**config.mk**
```make
export PLATFORM = sky130hd
export DESIGN_NAME = hub_lza_normalizer_flat
export DESIGN_NICKNAME = d
export VERILOG_FILES = /design/src/rtl/hub_lza_normalizer_if.sv /design/src/rtl/hub_lza_normalizer.sv /design/src/flat_wrapper.sv
export SDC_FILE = /design/constraint.sdc
export NUM_CORES = 1
export LEC_CHECK = 0
export CAP_MARGIN = 40
export CORE_MARGIN = 4
export CORE_UTILIZATION = 55
export CTS_CLUSTER_DIAMETER = 40
export DETAILED_ROUTE_END_ITERATION = 8
export PLACE_DENSITY_LB_ADDON = 0.3
export SYNTH_ARGS = -nofsm -noshare
export SYNTH_HDL_FRONTEND = slang
export SYNTH_SLANG_ARGS = --single-unit
```
**constraint.sdc**
```tcl
create_clock -name clk -period 5 [get_ports clk]
set_input_delay 1 -clock clk [delete_from_list [all_inputs] [get_ports clk]]
set_output_delay 1 -clock clk [all_outputs]
set_load 0.05 [all_outputs]
```
**src/rtl/hub_lza_normalizer_if.sv**
```systemverilog
// Handshake bundle between the adder/LZA stage, the normalizer and the packer.
//   in_*  : unnormalized mantissa, LZA shift prediction, pre-normalization exponent
//   out_* : normalized mantissa, adjusted exponent, zero/underflow/LZA-error flags
// master: the side driving the inputs and out_ready (upstream plus downstream combined).
// slave : the normalizer itself.
interface hub_lza_normalizer_if #(
   parameter int M           = 23,
   parameter int EW          = 8,
   parameter int SHIFT_WIDTH = $clog2(M + 2)
);
   logic                   in_valid;
   logic                   in_ready;
   logic [M+1:0]           in_mant;
   logic [SHIFT_WIDTH-1:0] in_shift;
   logic [EW-1:0]          in_exp;
   logic                   out_valid;
   logic                   out_ready;
   logic [M+1:0]           out_mant;
   logic [EW-1:0]          out_exp;
   logic                   out_zero;
   logic                   out_uf;
   logic                   out_lza_err;

   modport master (
      output in_valid, in_mant, in_shift, in_exp, out_ready,
      input  in_ready, out_valid, out_mant, out_exp, out_zero, out_uf, out_lza_err
   );

   modport slave (
      input  in_valid, in_mant, in_shift, in_exp, out_ready,
      output in_ready, out_valid, out_mant, out_exp, out_zero, out_uf, out_lza_err
   );
endinterface

```
**src/rtl/hub_lza_normalizer.sv**
```systemverilog
// Two-stage HUB mantissa normalizer fed by the LZA.
//   Stage 1 applies the predicted left shift (coarse); stage 2 corrects the
//   LZA's +/-1 anticipation error, adjusts the exponent and flags zero,
//   underflow and predictions that were off by more than one position.
// Ports:
//   clk  : clock, rising edge
//   rst  : asynchronous active-high reset
//   bus  : hub_lza_normalizer_if.slave (valid/ready in and out)
// Up to two beats are held (stage-1 register and output register); in_ready
// is combinational from out_ready.
module hub_lza_normalizer #(
   parameter int M           = 23,
   parameter int EW          = 8,
   parameter int SHIFT_WIDTH = $clog2(M + 2)
) (
   input  logic                  clk,
   input  logic                  rst,
   hub_lza_normalizer_if.slave   bus
);
   localparam int DW = M + 2;
   localparam int WW = M + 3;
   // wide enough that nothing falls off during the shift, so lost bits can be seen
   localparam int XW = WW + (1 << SHIFT_WIDTH) - 1;
   localparam int TW = SHIFT_WIDTH + 1;

   logic                   s1_valid;
   logic [WW-1:0]          s1_win;
   logic [EW-1:0]          s1_exp;
   logic [SHIFT_WIDTH-1:0] s1_shift;
   logic                   s1_zero;
   logic                   s1_err;

   logic s2_adv;
   logic s1_adv;

   assign s2_adv      = ~bus.out_valid | bus.out_ready;
   assign s1_adv      = ~s1_valid | s2_adv;
   assign bus.in_ready = s1_adv;

   // stage 1: coarse shift
   logic [XW-1:0] wide_shifted;
   logic [WW-1:0] win_n;
   logic          err1_n;
   logic          zero1_n;

   assign wide_shifted = {{(XW-DW){1'b0}}, bus.in_mant} << bus.in_shift;
   assign win_n        = wide_shifted[WW-1:0];
   assign err1_n       = |wide_shifted[XW-1:WW];
   assign zero1_n      = ~|bus.in_mant;

   always_ff @(posedge clk or posedge rst) begin
      if (rst) begin
         s1_valid <= 1'b0;
         s1_win   <= '0;
         s1_exp   <= '0;
         s1_shift <= '0;
         s1_zero  <= 1'b0;
         s1_err   <= 1'b0;
      end else if (s1_adv) begin
         s1_valid <= bus.in_valid;
         if (bus.in_valid) begin
            s1_win   <= win_n;
            s1_exp   <= bus.in_exp;
            s1_shift <= bus.in_shift;
            s1_zero  <= zero1_n;
            s1_err   <= err1_n;
         end
      end
   end

   // stage 2: fine correction and exponent adjust
   logic [DW-1:0] fine_mant;
   logic [TW-1:0] total;
   logic          fine_err;
   logic [EW:0]   e_diff;
   logic          uf_n;
   logic [DW-1:0] mant_n;
   logic [EW-1:0] exp_n;
   logic          lza_err_n;

   always_comb begin
      fine_mant = s1_win[DW-1:0];
      total     = {1'b0, s1_shift};
      fine_err  = s1_err;
      if (s1_win[WW-1]) begin
         fine_mant = s1_win[WW-1:1];
         total     = {1'b0, s1_shift} - TW'(1);
      end else if (s1_win[DW-1]) begin
         fine_mant = s1_win[DW-1:0];
      end else if (s1_win[M]) begin
         fine_mant = {s1_win[M:0], 1'b0};
         total     = {1'b0, s1_shift} + TW'(1);
      end else begin
         fine_err  = 1'b1;
      end
   end

   // EW+1-bit two's complement difference: MSB set means negative
   assign e_diff = {1'b0, s1_exp} - (EW+1)'(total);
   assign uf_n   = e_diff[EW] | (e_diff == '0);

   always_comb begin
      mant_n    = fine_mant;
      exp_n     = e_diff[EW-1:0];
      lza_err_n = fine_err;
      if (s1_zero) begin
         mant_n    = '0;
         exp_n     = '0;
         lza_err_n = 1'b0;
      end else if (uf_n) begin
         mant_n    = '0;
         exp_n     = '0;
      end
   end

   always_ff @(posedge clk or posedge rst) begin
      if (rst) begin
         bus.out_valid   <= 1'b0;
         bus.out_mant    <= '0;
         bus.out_exp     <= '0;
         bus.out_zero    <= 1'b0;
         bus.out_uf      <= 1'b0;
         bus.out_lza_err <= 1'b0;
      end else if (s2_adv) begin
         bus.out_valid <= s1_valid;
         if (s1_valid) begin
            bus.out_mant    <= mant_n;
            bus.out_exp     <= exp_n;
            bus.out_zero    <= s1_zero;
            bus.out_uf      <= uf_n & ~s1_zero;
            bus.out_lza_err <= lza_err_n;
         end
      end
   end
endmodule
```
**src/flat_wrapper.sv**
```systemverilog
// flat-port wrapper written by rule: the top's interface ports become plain ports
module hub_lza_normalizer_flat 
#(
   parameter int M           = 23,
   parameter int EW          = 8,
   parameter int SHIFT_WIDTH = $clog2(M + 2)
)
  (clk, rst, bus_in_valid, bus_in_mant, bus_in_shift, bus_in_exp, bus_out_ready, bus_in_ready, bus_out_valid, bus_out_mant, bus_out_exp, bus_out_zero, bus_out_uf, bus_out_lza_err);
  hub_lza_normalizer_if #(.M(M), .EW(EW), .SHIFT_WIDTH(SHIFT_WIDTH)) bus_i ();
  input  logic clk;
  input  logic rst;
  input wire logic [$bits(bus_i.in_valid)-1:0] bus_in_valid;
  input wire logic [$bits(bus_i.in_mant)-1:0] bus_in_mant;
  input wire logic [$bits(bus_i.in_shift)-1:0] bus_in_shift;
  input wire logic [$bits(bus_i.in_exp)-1:0] bus_in_exp;
  input wire logic [$bits(bus_i.out_ready)-1:0] bus_out_ready;
  output wire logic [$bits(bus_i.in_ready)-1:0] bus_in_ready;
  output wire logic [$bits(bus_i.out_valid)-1:0] bus_out_valid;
  output wire logic [$bits(bus_i.out_mant)-1:0] bus_out_mant;
  output wire logic [$bits(bus_i.out_exp)-1:0] bus_out_exp;
  output wire logic [$bits(bus_i.out_zero)-1:0] bus_out_zero;
  output wire logic [$bits(bus_i.out_uf)-1:0] bus_out_uf;
  output wire logic [$bits(bus_i.out_lza_err)-1:0] bus_out_lza_err;
  assign bus_i.in_valid = bus_in_valid;
  assign bus_i.in_mant = bus_in_mant;
  assign bus_i.in_shift = bus_in_shift;
  assign bus_i.in_exp = bus_in_exp;
  assign bus_i.out_ready = bus_out_ready;
  assign bus_in_ready = bus_i.in_ready;
  assign bus_out_valid = bus_i.out_valid;
  assign bus_out_mant = bus_i.out_mant;
  assign bus_out_exp = bus_i.out_exp;
  assign bus_out_zero = bus_i.out_zero;
  assign bus_out_uf = bus_i.out_uf;
  assign bus_out_lza_err = bus_i.out_lza_err;
  hub_lza_normalizer #(.M(M), .EW(EW), .SHIFT_WIDTH(SHIFT_WIDTH)) u_core (.clk(clk), .rst(rst), .bus(bus_i));
endmodule
```
# Word level (Yosys, flattened, before mapping)
# Index checks and enable logic that the tools add are counted.
dict set report op_classes {
  addsub 3
  n_shift 1
  n_mux 14
  n_bitwise 7
  n_reduce_logical 6
}
# cell count
set op_table {}
lappend op_table {{$mux 25} 5}
lappend op_table {{$shl 25x5->57} 1}
lappend op_table {{$reduce_or 31->1} 1}
lappend op_table {{$reduce_or 25->1} 1}
lappend op_table {{$mux 6} 3}
lappend op_table {{$mux 8} 2}
lappend op_table {{$logic_not 9->1} 1}
lappend op_table {{$sub 8x6->9} 1}
lappend op_table {{$add 5x1->6 const B} 1}
lappend op_table {{$sub 5x1->6 const B} 1}
lappend op_table {{$mux 1} 4}
lappend op_table {{$reduce_and 2->1} 2}
lappend op_table {{$not 1->1} 3}
lappend op_table {{$or 1x1->1} 3}
lappend op_table {{$and 1x1->1} 1}
lappend op_table {{$logic_not 1->1} 1}
dict set report totals {
  reg_bits 79
  out_inout_bits 38
  word_cells 43
}

# Depth between registers and ports, before layout
dict set report depth {
  ltp_word 9
  mapped_depth 16
  depth_no_buf 13
}

# Worst setup path before layout
# No wires, ideal clock.
dict set report synth_timing {
  path_type {register -> register}
  from {register u_core.s1_win[23]}
  to {register u_core.bus.out_exp[3]}
  arrival_time_ps 3695
  t_required_ps 4878
  setup_slack_ps 1183
  stages_incl_launch_ff 16
  period_less_slack_ps 3817
  cell_sequence {dfrtp_1 nor2b_1 clkbuf_1 buf_1 a21oi_1 mux2i_1 inv_1 ha_1 nor2b_1 o21a_1 or3_1 a221o_1 a211oi_2 o22ai_1 buf_2 a32o_1}
}
dict set report synth_between {
  elab_chain_cells 8
}
# element line_no
set synth_lines {}
lappend synth_lines {{start, declared} hub_lza_normalizer.sv:27} ;# logic [WW-1:0] s1_win;
lappend synth_lines {{start signal, assigned} hub_lza_normalizer.sv:62} ;# s1_win <= win_n;
lappend synth_lines {{$mux 6 *} hub_lza_normalizer.sv:90} ;# end else if (s1_win[M]) begin
lappend synth_lines {{$mux 6 *} hub_lza_normalizer.sv:88} ;# end else if (s1_win[DW-1]) begin
lappend synth_lines {{$mux 6 *} hub_lza_normalizer.sv:85} ;# if (s1_win[WW-1]) begin
lappend synth_lines {{$sub 8x6->9 *} hub_lza_normalizer.sv:99} ;# assign e_diff = {1'b0, s1_exp} - (EW+1)'(total);
lappend synth_lines {{$logic_not 9->1} hub_lza_normalizer.sv:100} ;# assign uf_n = e_diff[EW] | (e_diff == '0);
lappend synth_lines {{$or 1x1->1} hub_lza_normalizer.sv:100}
lappend synth_lines {{$mux 8 *} hub_lza_normalizer.sv:110} ;# end else if (uf_n) begin
lappend synth_lines {{$mux 8 *} hub_lza_normalizer.sv:106} ;# if (s1_zero) begin
lappend synth_lines {{end signal, assigned} hub_lza_normalizer.sv:128} ;# bus.out_exp <= exp_n;
lappend synth_lines {{end, declared} hub_lza_normalizer_if.sv:31} ;# output in_ready, out_valid, out_mant, out_exp, out_zero, out_uf, out_lza_err
# Mark *: on every way between the ends. The rest lies on a longest branch, timed or not.
# A chain may end at the register's enable or synchronous reset.

# Worst setup path in the final report
dict set report layout_timing {
  from {input bus_in_shift[2]}
  to {register u_core.s1_err}
}
dict set report layout_between {
  elab_chain_cells 2
}
# element line_no
set layout_lines {}
lappend layout_lines {{start, declared} flat_wrapper.sv:14} ;# input wire logic [$bits(bus_i.in_shift)-1:0] bus_in_shift;
lappend layout_lines {{$shl 25x5->57} hub_lza_normalizer.sv:46} ;# assign wide_shifted = {{(XW-DW){1'b0}}, bus.in_mant} << bus.in_shift;
lappend layout_lines {{$reduce_or 31->1} hub_lza_normalizer.sv:48} ;# assign err1_n = |wide_shifted[XW-1:WW];
lappend layout_lines {{end signal, assigned} hub_lza_normalizer.sv:66} ;# s1_err <= err1_n;
lappend layout_lines {{end, declared} hub_lza_normalizer.sv:31} ;# logic s1_err;
# Every way passes these cells.

==> results.json <==
{
  "outcome": "complete, no violations",
  "rows": 35,
  "irDropWorstVdd_mv": 0.2291,
  "insertedDiodeCount": 0,
  "critPathArrivalTime_ns": 4.14,
  "hp-class": "reg2reg",
  "rsz0062_at_grt": "false",
  "final_nets": 651,
  "final.period_utilization_pct": 78.37,
  "number_of_nets_still_failing_antenna_checks_after_routing": 0,
  "worst_r2r_path_depth": 14,
  "switching_share_pct": 39.98,
  "leakage_nw": 2.708,
  "synthesis.area_per_instance_um2": 9.900,
  "critical_path.reg2reg.endpoint": "u_core.bus.out_mant[0]",
  "wl_um": 13070,
  "clock.fmax_mhz": 255.2,
  "tritoncts": "done",
  "data_required_time_of_the_worst_path_ns": 5.22,
  "chipHeight_um": 106.2,
  "grt.overflow.total": 0,
  "finalSetupViolations": 0,
  "yosys_cell_types": 59,
  "initial_core_util_pct": 56.89,
  "grt_antenna_before_repair": 0,
  "min_path_cells": 1,
  "cpPeakStageDelay_ns": 1.08,
  "crit_fanout": 22,
  "drt_pre_antenna_iters": 5,
  "count_of_flip_flops_with_a_built_in_enable_after_synthesis": 0,
  "slowest_stage": "sky130_fd_sc_hd__clkdlybuf4s50_1",
  "place_congestion": 0.8797,
  "area.growth.synth_to_final_pct": 20.94,
  "worst-setup-path-type": "in2reg",
  "worstSetupStartpointType": "primary input",
  "switchingPower_w": 0.0009901,
  "cts.clk_slew.worst_paths_ns": 0.09,
  "r2r_setup_slack_ns": 1.28,
  "max-cap-violations": 0,
  "synthCells": 536,
  "max_slew_margin_pct": 38.13,
  "timing.final.max_slew_violations": 0,
  "part_of_the_yosys_area_used_for_sequential_elements_pct": 37.26,
  "finalCriticalPeriod_ns": 3.918,
  "crit_path_end_kind": "flip-flop",
  "regToRegStartpoint": "u_core.s1_win[24]",
  "tightest_slew_ns": 0.9252,
  "post_drt_wl_per_cell_um": 17.80,
  "place_area_mm2": 0.006195,
  "cell_internal_pwr_w": 0.001486,
  "detailedPlacementHpwl_um": 10160,
  "syn-num-nets": 587,
  "clockRootBuffer": "sky130_fd_sc_hd__clkbuf_8",
  "wire_length_of_the_first_global_routing_pass_um": 21870,
  "placement.io_buffers": 79,
  "yosys_most_used_dff": "sky130_fd_sc_hd__dfrtp_1",
  "holdCritStartpoint": "u_core.bus.out_uf",
  "pin_count": 80,
  "final-hold-violation-count": 0,
  "fin_area_mm2": 0.006417,
  "detailedRoute.firstIterationViolations": 321,
  "p_per_area_mw_per_mm2": 385.9,
  "cts-resized-gates": 0,
  "grt_start_max_net_pins": 54,
  "tns_ns": 0,
  "post-cts-setup-buffer-count": 0,
  "area_of_the_mapped_netlist_mm2": 0.005306,
  "gr-usage-all-layers_pct": 23.96,
  "tritoncts.num_buffers": 9,
  "fillCellCount": 743,
  "final_common_cell": "sky130_fd_sc_hd__dfrtp_1",
  "cts-htree-levels": 3,
  "clk_sinks": 79,
  "floorplan.die_area_mm2": 0.01128,
  "mean_number_of_vias_per_cell": 6.033,
  "power_frac_clock_pct": 21.4,
  "ys_warn_count": 0,
  "most_used_cells_in_the_layout_excluding_fill_and_tap_cells": "sky130_fd_sc_hd__dfrtp_1 (79), sky130_fd_sc_hd__clkdlybuf4s50_1 (78), sky130_fd_sc_hd__nand2_1 (65), sky130_fd_sc_hd__o21ai_0 (60), sky130_fd_sc_hd__mux2i_1 (46)",
  "floorplan.core_area_mm2": 0.009328,
  "floorplan.die.width_um": 106.2,
  "first_global_vias": 4359,
  "p_seq_share_pct": 34.5,
  "cts_hold_buffers": 0,
  "post-route-util_pct": 68.80,
  "hold_end": "u_core.bus.out_uf",
  "synth.ff_latch_count": 79,
  "postSynth.asyncResetShare_pct": 100.0,
  "timing.critical_path.mode_cell": "sky130_fd_sc_hd__mux2i_1",
  "detailedPlace.worstSlack_ns": 0.7337,
  "pwr-share-comb_pct": 44.1,
  "fin_ws_ns": 1.082,
  "layout-drive-gt1-share_pct": 12.23,
  "fin_worst_skew_ns": 0.01793,
  "vias": 4428,
  "drc": 0,
  "crit_chain": "clkdlybuf4s50_1 -> mux4_1 -> mux2i_1 -> mux2i_1 -> nor4_2 -> o2111ai_1 -> o41ai_2 -> a32oi_1",
  "clock_path_buffers": 2,
  "clock_insertion_delay_worst_skew_ns": 0.35
}
[final cells by class]
type                            instances  area, um2  area share [%]
Sequential cell                        79       1977           30.81
Clock inverter                          5      81.33           1.267
Multi-Input combinational cell        400       3093           48.20
Tap cell                              129      161.4           2.515
Clock buffer                           11      141.4           2.203
Timing Repair Buffer                   90      888.4           13.84
Inverter                               20      75.07           1.170
[stage by stage]
step | total power, W | hold WS, ns | std cells
global route | 0.002608 | 0.5197 | 734
global placement | 0.001923 | 0.4578 | 716
finish | 0.002476 | 0.4933 | 734
detailed placement | 0.001957 | 0.4703 | 718
CTS | 0.002484 | 0.4938 | 734
floorplan | 0.001616 | 0.4572 | 536
[worst max-delay path by stage]
stage / start / end / slack, ns / cells past startpoint
floorplan: u_core.s1_win[23] / u_core.bus.out_exp[3] / 1.18 / 15
global placement: bus_in_shift[2] / u_core.s1_err / 0.77 / 8
detailed placement: bus_in_shift[2] / u_core.s1_err / 0.73 / 8
CTS: bus_in_shift[2] / u_core.s1_err / 1.13 / 8
global route: bus_in_shift[2] / u_core.s1_err / 0.99 / 8
finish: bus_in_shift[2] / u_core.s1_err / 1.08 / 8
[cell usage after synthesis, drive strengths merged (4+ instances only)]
cell type | number | area (um2)
dfrtp | 79 | 1977
nand2 | 65 | 244.0
o21ai | 61 | 305.3
mux2i | 46 | 460.4
a22o | 34 | 297.8
nor2 | 28 | 105.1
mux2 | 23 | 259.0
clkbuf | 22 | 82.58
inv | 20 | 75.07
mux4 | 20 | 476.7
buf | 15 | 87.59
a21oi | 14 | 70.07
ha | 8 | 100.1
a211oi | 7 | 62.56
and2 | 6 | 37.54
nand3 | 6 | 30.03
nor3 | 6 | 30.03
nor4 | 6 | 43.79
nand2b | 5 | 31.28
nor2b | 5 | 31.28
o22a | 5 | 43.79
or3 | 4 | 25.02
xnor2 | 4 | 35.03
[registers in the layout (all words and copies together), names as in the netlist, 5 cells and up]
register and flops:
u_core.bus.out_mant 25, u_core.bus.out_exp 8, u_core.s1_exp 8, u_core.s1_win 26, u_core.s1_shift 5
[worst max-delay path, delay by kind of cell]
family	cells	cell delay, ns
AO/OA/AOI/OAI	3	0.68
buffers and inverters	1	1.08
multiplexers	3	1.10
AND/OR/NAND/NOR	1	0.28
[power by group through the flow]
stage | registers (W) | clock network (W) | logic (W)
6_report | 0.000854 | 0.000531 | 0.00109
3_5_place_dp | 0.000866 | 0 | 0.00109
4_1_cts | 0.000854 | 0.000534 | 0.00110
5_1_grt | 0.000873 | 0.000567 | 0.00117
2_1_floorplan | 0.00112 | 0 | 0.000493
3_3_place_gp | 0.000857 | 0 | 0.00107
[layer usage]
layer	global-route usage (%)	routed length, um
met5	0	0
met4	6.290	191
met3	3.643	707
met2	40.63	6408
met1	32.18	5760
[cell families after synthesis]
kind of cell    after synthesis  synth area share [%]
compound gates              153                 19.76
mux                          89                 22.54
flops                        79                 37.26
simple gates                142                 12.40
buf+inv                      57                 4.622
fa+ha+maj                     9                 2.264
xor+xnor                      7                 1.155
Power figures use the tool's default switching activity.
